[src/rtl/ifetch_ctrl.sv]
// ifetch_ctrl: instruction-fetch controller between PC/branch logic and the
// instruction memory. It issues word fetches (at most one outstanding),
// buffers returned instructions with their PCs in a QDEPTH-entry FIFO, and
// presents the head to IF/ID with a valid/ready handshake. REDIRECT flushes
// the queue and discards any in-flight memory response.
//
// Ports:
//   CLK, RESET_N            clock, asynchronous active-low reset
//   IMEM_REQ, IMEM_ADDR     fetch request strobe and word-aligned byte address
//   IMEM_RVALID, IMEM_RDATA memory response (one or more cycles after request)
//   REDIRECT, REDIRECT_PC   taken branch/jump from EX and its target
//   IF_VALID/IF_INSTR/IF_PC registered queue head towards decode
//   ID_READY                decode accepts the head
//   IF_MISALIGN             head is a misaligned-target trap entry
//                           (only with IFETCH_MISALIGN_TRAP_EN defined)
//
// Build option: define IFETCH_MISALIGN_TRAP_EN to turn a misaligned redirect
// into a single trap entry and halt fetching until the next redirect. When it
// is undefined, REDIRECT_PC[1:0] is treated as zero.
module ifetch_ctrl #(
    parameter logic [31:0] RESET_PC = 32'h0000_0000,
    parameter int unsigned QDEPTH   = 4
) (
    input  logic        CLK,
    input  logic        RESET_N,
    output logic        IMEM_REQ,
    output logic [31:0] IMEM_ADDR,
    input  logic        IMEM_RVALID,
    input  logic [31:0] IMEM_RDATA,
    input  logic        REDIRECT,
    input  logic [31:0] REDIRECT_PC,
    output logic        IF_VALID,
    output logic [31:0] IF_INSTR,
    output logic [31:0] IF_PC,
`ifdef IFETCH_MISALIGN_TRAP_EN
    output logic        IF_MISALIGN,
`endif
    input  logic        ID_READY
);

    localparam int unsigned PW = $clog2(QDEPTH);
    localparam int unsigned CW = PW + 1;

    typedef logic [PW-1:0] ptr_t;
    typedef logic [CW-1:0] cnt_t;
    typedef enum logic [1:0] {S_IDLE, S_FETCH, S_WAIT, S_DRAIN} state_e;

    state_e      state_q, state_d;
    logic [31:0] fetch_pc_q, fetch_pc_d;
    logic [31:0] req_addr_q, req_addr_d;
    ptr_t        rd_q, rd_d, wr_q, wr_d, wr_slot;
    cnt_t        cnt_q, cnt_d, cnt_after;
    logic        valid_q, valid_d;
    logic [31:0] head_pc_q, head_pc_d, head_instr_q, head_instr_d;
    logic [31:0] pc_mem_q    [QDEPTH];
    logic [31:0] instr_mem_q [QDEPTH];

    logic        push, pop, issue, fetch_en, wr_en;
    logic [31:0] push_pc, push_instr, redirect_tgt;

`ifdef IFETCH_MISALIGN_TRAP_EN
    logic        halt_q, halt_d, mis_q, mis_d, trap;
    assign trap        = REDIRECT && (REDIRECT_PC[1:0] != 2'b00);
    assign fetch_en    = !halt_q;
    assign IF_MISALIGN = mis_q;
`else
    assign fetch_en    = 1'b1;
`endif

    assign redirect_tgt = REDIRECT_PC & 32'hFFFF_FFFC;

    // The request is a function of the current state and IMEM_RVALID so a
    // new fetch can leave in the same cycle the previous word returns; this
    // is what sustains one instruction per cycle with a 1-cycle memory.
    // The slot check uses the occupancy after this cycle's push/pop, so the
    // outstanding request always has a free entry waiting for it.
    always_comb begin
        push      = (state_q == S_WAIT) && IMEM_RVALID && !REDIRECT;
        pop       = valid_q && ID_READY;
        cnt_after = cnt_q + cnt_t'(push) - cnt_t'(pop);
        issue     = ((state_q == S_FETCH) || ((state_q == S_WAIT) && IMEM_RVALID))
                    && !REDIRECT && fetch_en && (cnt_after < cnt_t'(QDEPTH));
    end

    assign IMEM_REQ  = issue;
    assign IMEM_ADDR = issue ? fetch_pc_q : '0;

    always_comb begin
        state_d    = state_q;
        fetch_pc_d = fetch_pc_q;
        req_addr_d = req_addr_q;
        rd_d       = pop  ? rd_q + ptr_t'(1) : rd_q;
        wr_d       = push ? wr_q + ptr_t'(1) : wr_q;
        cnt_d      = cnt_after;
        wr_en      = push;
        wr_slot    = wr_q;
        push_pc    = req_addr_q;
        push_instr = IMEM_RDATA;

        if (issue) begin
            req_addr_d = fetch_pc_q;
            fetch_pc_d = fetch_pc_q + 32'd4;
        end

        case (state_q)
            S_IDLE:  state_d = S_FETCH;
            S_FETCH: if (issue) state_d = S_WAIT;
            S_WAIT:  if (IMEM_RVALID) state_d = issue ? S_WAIT : S_FETCH;
            S_DRAIN: if (IMEM_RVALID) state_d = S_FETCH;
            default: state_d = S_IDLE;
        endcase

        // Flush overrides everything; an accepted pop is simply subsumed.
        if (REDIRECT) begin
            fetch_pc_d = redirect_tgt;
            rd_d       = '0;
            wr_d       = '0;
            cnt_d      = '0;
            wr_en      = 1'b0;
            state_d    = (((state_q == S_WAIT) || (state_q == S_DRAIN)) && !IMEM_RVALID)
                         ? S_DRAIN : S_FETCH;
`ifdef IFETCH_MISALIGN_TRAP_EN
            if (trap) begin
                wr_en      = 1'b1;
                wr_slot    = '0;
                wr_d       = ptr_t'(1);
                cnt_d      = cnt_t'(1);
                push_pc    = REDIRECT_PC;
                push_instr = 32'h0000_0013;
            end
`endif
        end

        // Head registers are loaded from the post-update queue; an entry
        // written this cycle into the head slot is taken from the write data.
        valid_d = (cnt_d != '0);
        if (!valid_d) begin
            head_pc_d    = '0;
            head_instr_d = '0;
        end else if (wr_en && (wr_slot == rd_d)) begin
            head_pc_d    = push_pc;
            head_instr_d = push_instr;
        end else begin
            head_pc_d    = pc_mem_q[rd_d];
            head_instr_d = instr_mem_q[rd_d];
        end

`ifdef IFETCH_MISALIGN_TRAP_EN
        halt_d = REDIRECT ? trap : halt_q;
        mis_d  = REDIRECT ? trap : (pop ? 1'b0 : mis_q);
`endif
    end

    always_ff @(posedge CLK or negedge RESET_N) begin
        if (!RESET_N) begin
            state_q      <= S_IDLE;
            fetch_pc_q   <= RESET_PC;
            req_addr_q   <= '0;
            rd_q         <= '0;
            wr_q         <= '0;
            cnt_q        <= '0;
            valid_q      <= 1'b0;
            head_pc_q    <= '0;
            head_instr_q <= '0;
`ifdef IFETCH_MISALIGN_TRAP_EN
            halt_q       <= 1'b0;
            mis_q        <= 1'b0;
`endif
        end else begin
            state_q      <= state_d;
            fetch_pc_q   <= fetch_pc_d;
            req_addr_q   <= req_addr_d;
            rd_q         <= rd_d;
            wr_q         <= wr_d;
            cnt_q        <= cnt_d;
            valid_q      <= valid_d;
            head_pc_q    <= head_pc_d;
            head_instr_q <= head_instr_d;
`ifdef IFETCH_MISALIGN_TRAP_EN
            halt_q       <= halt_d;
            mis_q        <= mis_d;
`endif
        end
    end

    always_ff @(posedge CLK) begin
        if (wr_en) begin
            pc_mem_q[wr_slot]    <= push_pc;
            instr_mem_q[wr_slot] <= push_instr;
        end
    end

    assign IF_VALID = valid_q;
    assign IF_PC    = head_pc_q;
    assign IF_INSTR = head_instr_q;

endmodule

[config.mk]
export PLATFORM = sky130hd
export DESIGN_NAME = ifetch_ctrl
export DESIGN_NICKNAME = d
export VERILOG_FILES = /design/src/rtl/ifetch_ctrl.sv
export SDC_FILE = /design/constraint.sdc
export NUM_CORES = 1
export LEC_CHECK = 0
export ABC_AREA = 1
export ABC_CLOCK_PERIOD_IN_PS = 5000
export CAP_MARGIN = 20
export CORE_MARGIN = 4
export CORE_UTILIZATION = 35
export CTS_CLUSTER_DIAMETER = 50
export CTS_CLUSTER_SIZE = 10
export DETAILED_ROUTE_END_ITERATION = 6
export PLACE_DENSITY = 0.62
export REMOVE_ABC_BUFFERS = 1
export SETUP_SLACK_MARGIN = 0.02
export SLEW_MARGIN = 15
export SYNTH_ARGS = -nofsm -noshare
export SYNTH_HDL_FRONTEND = slang
export SYNTH_SLANG_ARGS = --single-unit
[constraint.sdc]
create_clock -name CLK -period 5 [get_ports CLK]
set_input_delay 0.75 -clock CLK [delete_from_list [all_inputs] [get_ports CLK]]
set_output_delay 0.75 -clock CLK [all_outputs]
set_load 0.05 [all_outputs]
==> summary.md, run 1 <==
| Metric | Value |
|---|---|
| Die Ht | `230 um` |
| Clk pin slew, worst setup/hold paths | `50 ps` |
| Commonest non-fill, non-tap cell in the layout | `nand2_1` |
| Die Wd | `230 um` |
| Global route total overflow | `0` |
| First-pass GRT wire length | `70.7 mm` |
| Top_reg_cell synth | `edfxtp_1` |
| Pwr dens | `532 nW/um^2` |
| Core area | `48800 um^2` |
| Drt total wl | `45.5 mm` |
| Buffer levels on the longest clock path | `3` |
| Detail Route Antenna Nets | `0` |
| Period utilization | `93.4%` |
| Status | `completed` |
| Reg2reg path depth | `18` |
| Slew @ Worst Pin | `1050 ps` |
| Avg Vias per Cell | `4.64` |
| Gr usage total | `17.1%` |
| Most frequent cells in the layout | `nand2_1 (473), inv_1 (322), nor2_1 (255)` |
| Unique masters post-synth | `34` |
| Placer Congestion | `0.880` |
| Die area | `52800 um^2` |
| Initial Util | `35.3%` |
| Setup TNS | `0 ps` |
| Vias in the first global route | `12303` |
| Via count | `12613` |
| CTS H-tree lvls | `2` |
| Crit Path Category | `flop to primary output` |
| Worst-Skew Late Latency | `580 ps` |
| Post-cts sizing count | `0` |
| Mean post-synth cell area | `9.25 um^2` |
| Final HPWL DP | `27.5 mm` |
| Layout cells sized above 1 | `7.01%` |
| IO buf count | `162` |
| Num rows | `81` |
| 1st-iter DRT viols | `737` |
| CTS buffer count | `49` |
| Synth-to-layout area growth | `23.9%` |
| Worst vdd ir | `0.496 mV` |
| Worst EP arrival | `3920 ps` |
| TritonCTS clock tree | `yes` |
| Max Cap Violations | `0` |
| Drt first pass iters | `5` |
| Initial antenna violation count | `2` |
| CTS Root Cell | `clkbuf_16` |
| Final hold vios | `0` |
| Wirelength per Cell | `16.7 um` |
| Hold crit path type | `input pin to asynchronous set/reset pin` |
| Crit path required time | `4250 ps` |
| Final period demand of the worst path | `4670 ps` |
| Synth Instances | `1862` |
| I/O pin count | `167` |
| Pleak | `0.00938 uW` |
| Endpoints failing setup | `0` |
| Largest net degree at the start of global routing | `142` |
| Sequential share of the synthesized area | `62.5%` |
| Clk_skew | `25.2 ps` |
| Post-synth EDFFs | `248` |
| Total power | `11400 uW` |
| Max-slew violation count | `0` |
| Critical path launch point type | `flop` |
| Synth Cell Area | `17200 um^2` |
| Clock sink count | `381` |
| Critical path fanouts, max | `14` |
| Setup Fix Bufs, Post-CTS | `0` |
| RSZ-0062 raised after global routing | `false` |
| Fmax | `214 MHz` |
| Drc violations | `0` |
| Nets | `2100` |
| Synth warn | `0` |
| Cts hold-fix bufs | `0` |
| Endpoint class of the critical path | `primary output` |
| Slew headroom | `30.1%` |
| Synthesized flop and latch total | `381` |
| Post-synth ARST share | `34.9%` |
==> report_power, final <==
group	leakage (uW)	switching (uW)	internal [uW]	total, uW
Sequential	0.00394	331	3960	4300
Clock	0.000718	1300	1960	3260
Combinational	0.00472	2590	1220	3810
Total	0.00938	4220	7140	11400
==> layout make-up <==
type	count	area, um^2
Sequential cell	381	10800
Timing Repair Buffer	186	2200
Antenna cell	2	5.00
Inverter	327	1230
Clock inverter	14	129
Tap cell	664	831
Clock buffer	72	1380
Multi-Input combinational cell	1075	4800
Fill cell	4625	27500
==> cells in the mapped netlist (all sizes together), types with 2 or more instances <==
| cell type | count | area, um^2 |
|---|---|---|
| a21oi | 2 | 10.0 |
| buf | 66 | 409 |
| clkbuf | 15 | 56.3 |
| dfrtp | 133 | 3330 |
| edfxtp | 248 | 7450 |
| ha | 10 | 125 |
| inv | 327 | 1230 |
| nand2 | 476 | 1790 |
| nand3 | 162 | 846 |
| nand4 | 7 | 43.8 |
| nor2 | 263 | 1030 |
| nor3 | 10 | 55.1 |
| o211ai | 9 | 67.6 |
| o21ai | 95 | 475 |
| o21bai | 31 | 233 |
| xor2 | 3 | 26.3 |
==> flip-flops by register name, indices dropped and copies added, names as in the netlist <==
| name | flops |
|---|---|
| state_q | 2 |
| cnt_q | 3 |
| push_pc | 30 |
| rd_q | 2 |
| fetch_pc_q | 30 |
| pc_mem_q | 120 |
| wr_q | 2 |
| IF_VALID | 1 |
| instr_mem_q | 128 |
| IF_INSTR | 32 |
| IF_PC | 31 |
==> metal layers <==
metal | vias up | GRT usage [%] | routed length (um)
met5 | - | 0 | 0
met1 | 5990 | 23.0 | 20400
met3 | 81 | 3.12 | 2740
li1 | 6162 | - | -
met4 | 0 | 5.90 | 1280
met2 | 380 | 28.1 | 21100
==> worst paths after layout <==
| check | start | endpoint | slack (ps) |
|---|---|---|---|
| worst max register to register | state_q[0] | fetch_pc_q[15] | 1160 |
| worst min register to register | push_pc[19] | pc_mem_q[1][19] | 510 |
| worst min-delay path | RESET_N | IF_INSTR[7] | 230 |
| max in group asynchronous | RESET_N | IF_INSTR[13] | 3690 |
| worst max-delay path | state_q[0] | IMEM_ADDR[7] | 330 |
| min in group CLK | push_pc[19] | pc_mem_q[1][19] | 510 |
==> kinds of logic after synthesis <==
| logic type | Yosys count | synth area share, % |
|---|---|---|
| AOI/OAI and AO/OA | 139 | 4.68 |
| xor gates and xnor gates | 3 | 0.153 |
| adders and majority gates | 11 | 0.842 |
| buffers and inverters | 408 | 9.84 |
| DFF | 381 | 62.5 |
| other | 1 | 0.0218 |
| and+or+nand+nor | 919 | 21.9 |
==> worst max-delay path, stage by stage, from the launching register on <==
cell	delay, ps
dfrtp_1	410
inv_1	90
ha_1	210
nand2_1	130
nor2_2	220
inv_1	90
ha_1	280
inv_1	40
ha_1	190
fa_1	430
inv_1	80
nand2_1	50
nand2_1	160
nand2_1	100
buf_4	210
buf_4	180
nor2_1	290
buf_12	190
==> per-stage QoR <==
stage | hold slack (ps) | util (%) | worst slack (ps) | area, um^2 | std cells
after detailed placement | 498 | 40.6 | 407 | 19800 | 2633
after global placement | 485 | 40.6 | 484 | 19800 | 2633
final | 225 | 43.7 | 329 | 21300 | 2721
after CTS | 245 | 43.7 | 321 | 21300 | 2719
after floorplan | 454 | - | 605 | 16800 | 1783
after global routing | 269 | 43.7 | 126 | 21300 | 2721
Note: power is estimated with default switching activity, not from simulation.
==> run 2: changes to the inputs <==
- ABC_AREA: 1 -> default
- PLACE_DENSITY: 0.62 -> 0.63
==> run 2 against run 1 <==
Against the previous run:
- the flow now finishes with violations (design-rule violations)
- area after synthesis decreased by 11%
- largest power group unchanged
- flip-flop and latch count unchanged
- maximum frequency decreased by 1.4%
- via count decreased by 28%
- critical path type is now input pin to primary output
- power decreased by 4.7%
==> summary.md, run 2 <==
| Metric | Value |
|---|---|
| Crit path required time | `4250 ps` |
| Gr usage total | `16.2%` |
| Placement Cell Area | `18000 um^2` |
| Nets | `1221` |
| FF/Latch Area | `10800 um^2` |
| Mean post-synth cell area | `15.8 um^2` |
| Sequential share of the synthesized area | `70.5%` |
| Main area contributors after synthesis | `edfxtp_1 (49%), dfrtp_1 (22%), mux4_2 (9.1%)` |
| Synth area leader | `edfxtp_1` |
| Multi-input gate area | `4260 um^2` |
| CTS buffer count | `49` |
| Clk_skew | `22.8 ps` |
| Largest register FFs | `128` |
| Synth Instances | `968` |
| Critical path launch point type | `input pin` |
| Most frequent cells in the layout | `edfxtp_1 (248), dfrtp_1 (133), clkdlybuf4s50_1 (129)` |
| Clk pin slew, worst setup/hold paths | `60 ps` |
| Largest net degree at the start of global routing | `72` |
| Final period demand of the worst path | `4740 ps` |
| Endpoint class of the critical path | `primary output` |
| CTS Root Cell | `clkbuf_16` |
| Drt first pass iters | `7` |
| Drt total wl | `37.8 mm` |
| Unique masters post-synth | `48` |
| Critical path fanouts, max | `38` |
| Hold crit path type | `input pin to asynchronous set/reset pin` |
| Largest Register | `instr_mem_q` |
| Die area | `47100 um^2` |
| Critical Path End | `IMEM_ADDR[28]` |
| Worst-path cell chain | `clkdlybuf4s50_1 > nand2_1 > nor2_1 > inv_1 > ha_1 > inv_1 > ha_1 > fa_1 > xnor3_2 > nor3_4 > buf_12 > and2_1 > buf_12` |
| Synth-to-layout area growth | `28.4%` |
| Final HPWL DP | `20.6 mm` |
| TritonCTS clock tree | `yes` |
| Ant. Diodes | `0` |
| Die Wd | `217 um` |
| Slew headroom | `28.3%` |
| Slew @ Worst Pin | `1080 ps` |
| Worst EP arrival | `3990 ps` |
| IO buf count | `162` |
| Post-Layout Inst Area | `19600 um^2` |
| CP bufs+invs | `5` |
| Crit Path Category | `input pin to primary output` |
| Post-synth EDFFs | `248` |
| Commonest non-fill, non-tap cell in the layout | `edfxtp_1` |
| Commonest cells in the netlist | `edfxtp_1 (248), dfrtp_1 (133), o21ai_0 (78), nand3_1 (72), a21oi_1 (67)` |
| Synth Cell Area | `15300 um^2` |
| Critical path's slowest cell | `clkdlybuf4s50_1` |
| Post-cts sizing count | `0` |
| Pwr dens | `552 nW/um^2` |
| Placer Congestion | `0.746` |
| Top-area cell type share of the netlist area | `48.7%` |
| Reg2reg start | `state_q[0]` |
| Endpoints failing setup | `0` |
| First-pass GRT wire length | `58.9 mm` |
| Detail Route Antenna Nets | `0` |
| R2R setup slack | `1010 ps` |
| Crit path largest cell delay | `600 ps` |
| 1st-iter DRT viols | `623` |
| Drc violations | `5` |
| Buffer levels on the longest clock path | `3` |
| RSZ-0062 raised after global routing | `false` |
| Core area | `43200 um^2` |
| Max-slew violation count | `0` |
| Global route total overflow | `0` |
| CTS H-tree lvls | `2` |
| Die Ht | `217 um` |
| Synthesized flop and latch total | `381` |
| Via count | `9093` |
| Max Cap Violations | `0` |
| Failing checks | `design-rule violations` |
| Initial Util | `35.4%` |
| I/O pin count | `167` |
| Worst vdd ir | `0.238 mV` |
| Period utilization | `94.8%` |
| Post-synth ARST share | `34.9%` |
| Pleak | `0.00703 uW` |
| Fmax | `211 MHz` |
| Clock sink count | `381` |
| Layout cells sized above 1 | `19.5%` |
| Reg-to-Reg End | `fetch_pc_q[27]` |
| Status | `complete, but fails checks` |
| Synth warn | `0` |
| Total power | `10800 uW` |
| Setup Fix Bufs, Post-CTS | `0` |
| CP startpoint | `IMEM_RVALID` |
| Final hold vios | `0` |
| Stages on worst setup path | `13` |
| Top_reg_cell synth | `edfxtp_1` |
| Delay-heaviest family, CP | `buffers and inverters` |
| Worst-Skew Late Latency | `570 ps` |
| Avg Vias per Cell | `5.15` |
| Num rows | `76` |
| Reg2reg path depth | `16` |
| Filler Cell Count | `3860` |
| Most numerous cell in the Yosys netlist | `edfxtp_1` |
| Vias in the first global route | `9817` |
| Wirelength per Cell | `21.4 um` |
| Initial antenna violation count | `0` |
| Cts hold-fix bufs | `0` |
==> run 2: changes by cell type after synthesis, moves of 25 or more <==
cell and change:
nand2_1 -436, inv_1 -307, nor2_1 -250, nand3_1 -86
a21oi_1 +65, mux4_2 +62, and2_1 +36, o21bai_1 -31
o21ai_1 -30, clkbuf_1 +29, mux2_2 +29, buf_2 -27
o21ai_0 +25
==> run 2: cell type report <==
| type | count | area share, % |
|---|---|---|
| tap | 585 | 3.73 |
| clock inverter | 11 | 0.625 |
| clock buffer | 79 | 7.34 |
| multi-input combinational | 507 | 21.7 |
| inverter | 15 | 0.287 |
| timing repair buffer | 187 | 11.4 |
| sequential | 381 | 54.9 |
==> run 2: kinds of logic (layout without fill, tap and decap cells) <==
kind of cell    Yosys count  in the layout  share of synthesized area (%)
compound gates          169            169                           5.80
simple gates            197            197                           6.91
buf+inv                  82            292                           2.36
xor+xnor                 32             32                           1.93
fa+ha+maj                11             11                          0.949
mux                      95             95                           11.5
flops                   381            381                           70.5
other cells               1              3                         0.0245
==> run 2: worst min-delay path by stage <==
stage	slack, ps	cells after the start	startpoint	end
3_5_place_dp	530	0	push_pc[30]	pc_mem_q[1][30]
3_3_place_gp	510	0	push_pc[16]	pc_mem_q[1][16]
6_report	190	1	RESET_N	IF_INSTR[30]
2_1_floorplan	450	0	RESET_N	IF_INSTR[0]
5_1_grt	210	1	RESET_N	IF_PC[8]
4_1_cts	190	1	RESET_N	IF_PC[25]
==> run 2: per-layer routing <==
metal / up-vias / part of all wire [%] / track usage (%)
met4: 0 / 1.7 / 4.09
met1: 4738 / 45 / 22.5
met3: 51 / 5.4 / 3.85
met5: - / 0 / 0
li1: 4032 / - / -
met2: 272 / 48 / 25.8
==> run 2: metrics by stage <==
| step | utilization [%] | setup TNS [ps] | setup slack [ps] | std cells | hold slack [ps] |
|---|---|---|---|---|---|
| after CTS | 45.3 | 0 | 222 | 1762 | 195 |
| final | 45.5 | 0 | 262 | 1765 | 194 |
| after floorplan | - | -350660 | -4850 | 903 | 454 |
| after global routing | 45.5 | 0 | 38.2 | 1765 | 210 |
| after detailed placement | 41.7 | 0 | 249 | 1672 | 530 |
| after global placement | 41.6 | 0 | 269 | 1670 | 514 |
==> run 2: power breakdown <==
group	internal, uW	switching (uW)
registers	3900	330
logic	1270	1960
clock network	2070	1300
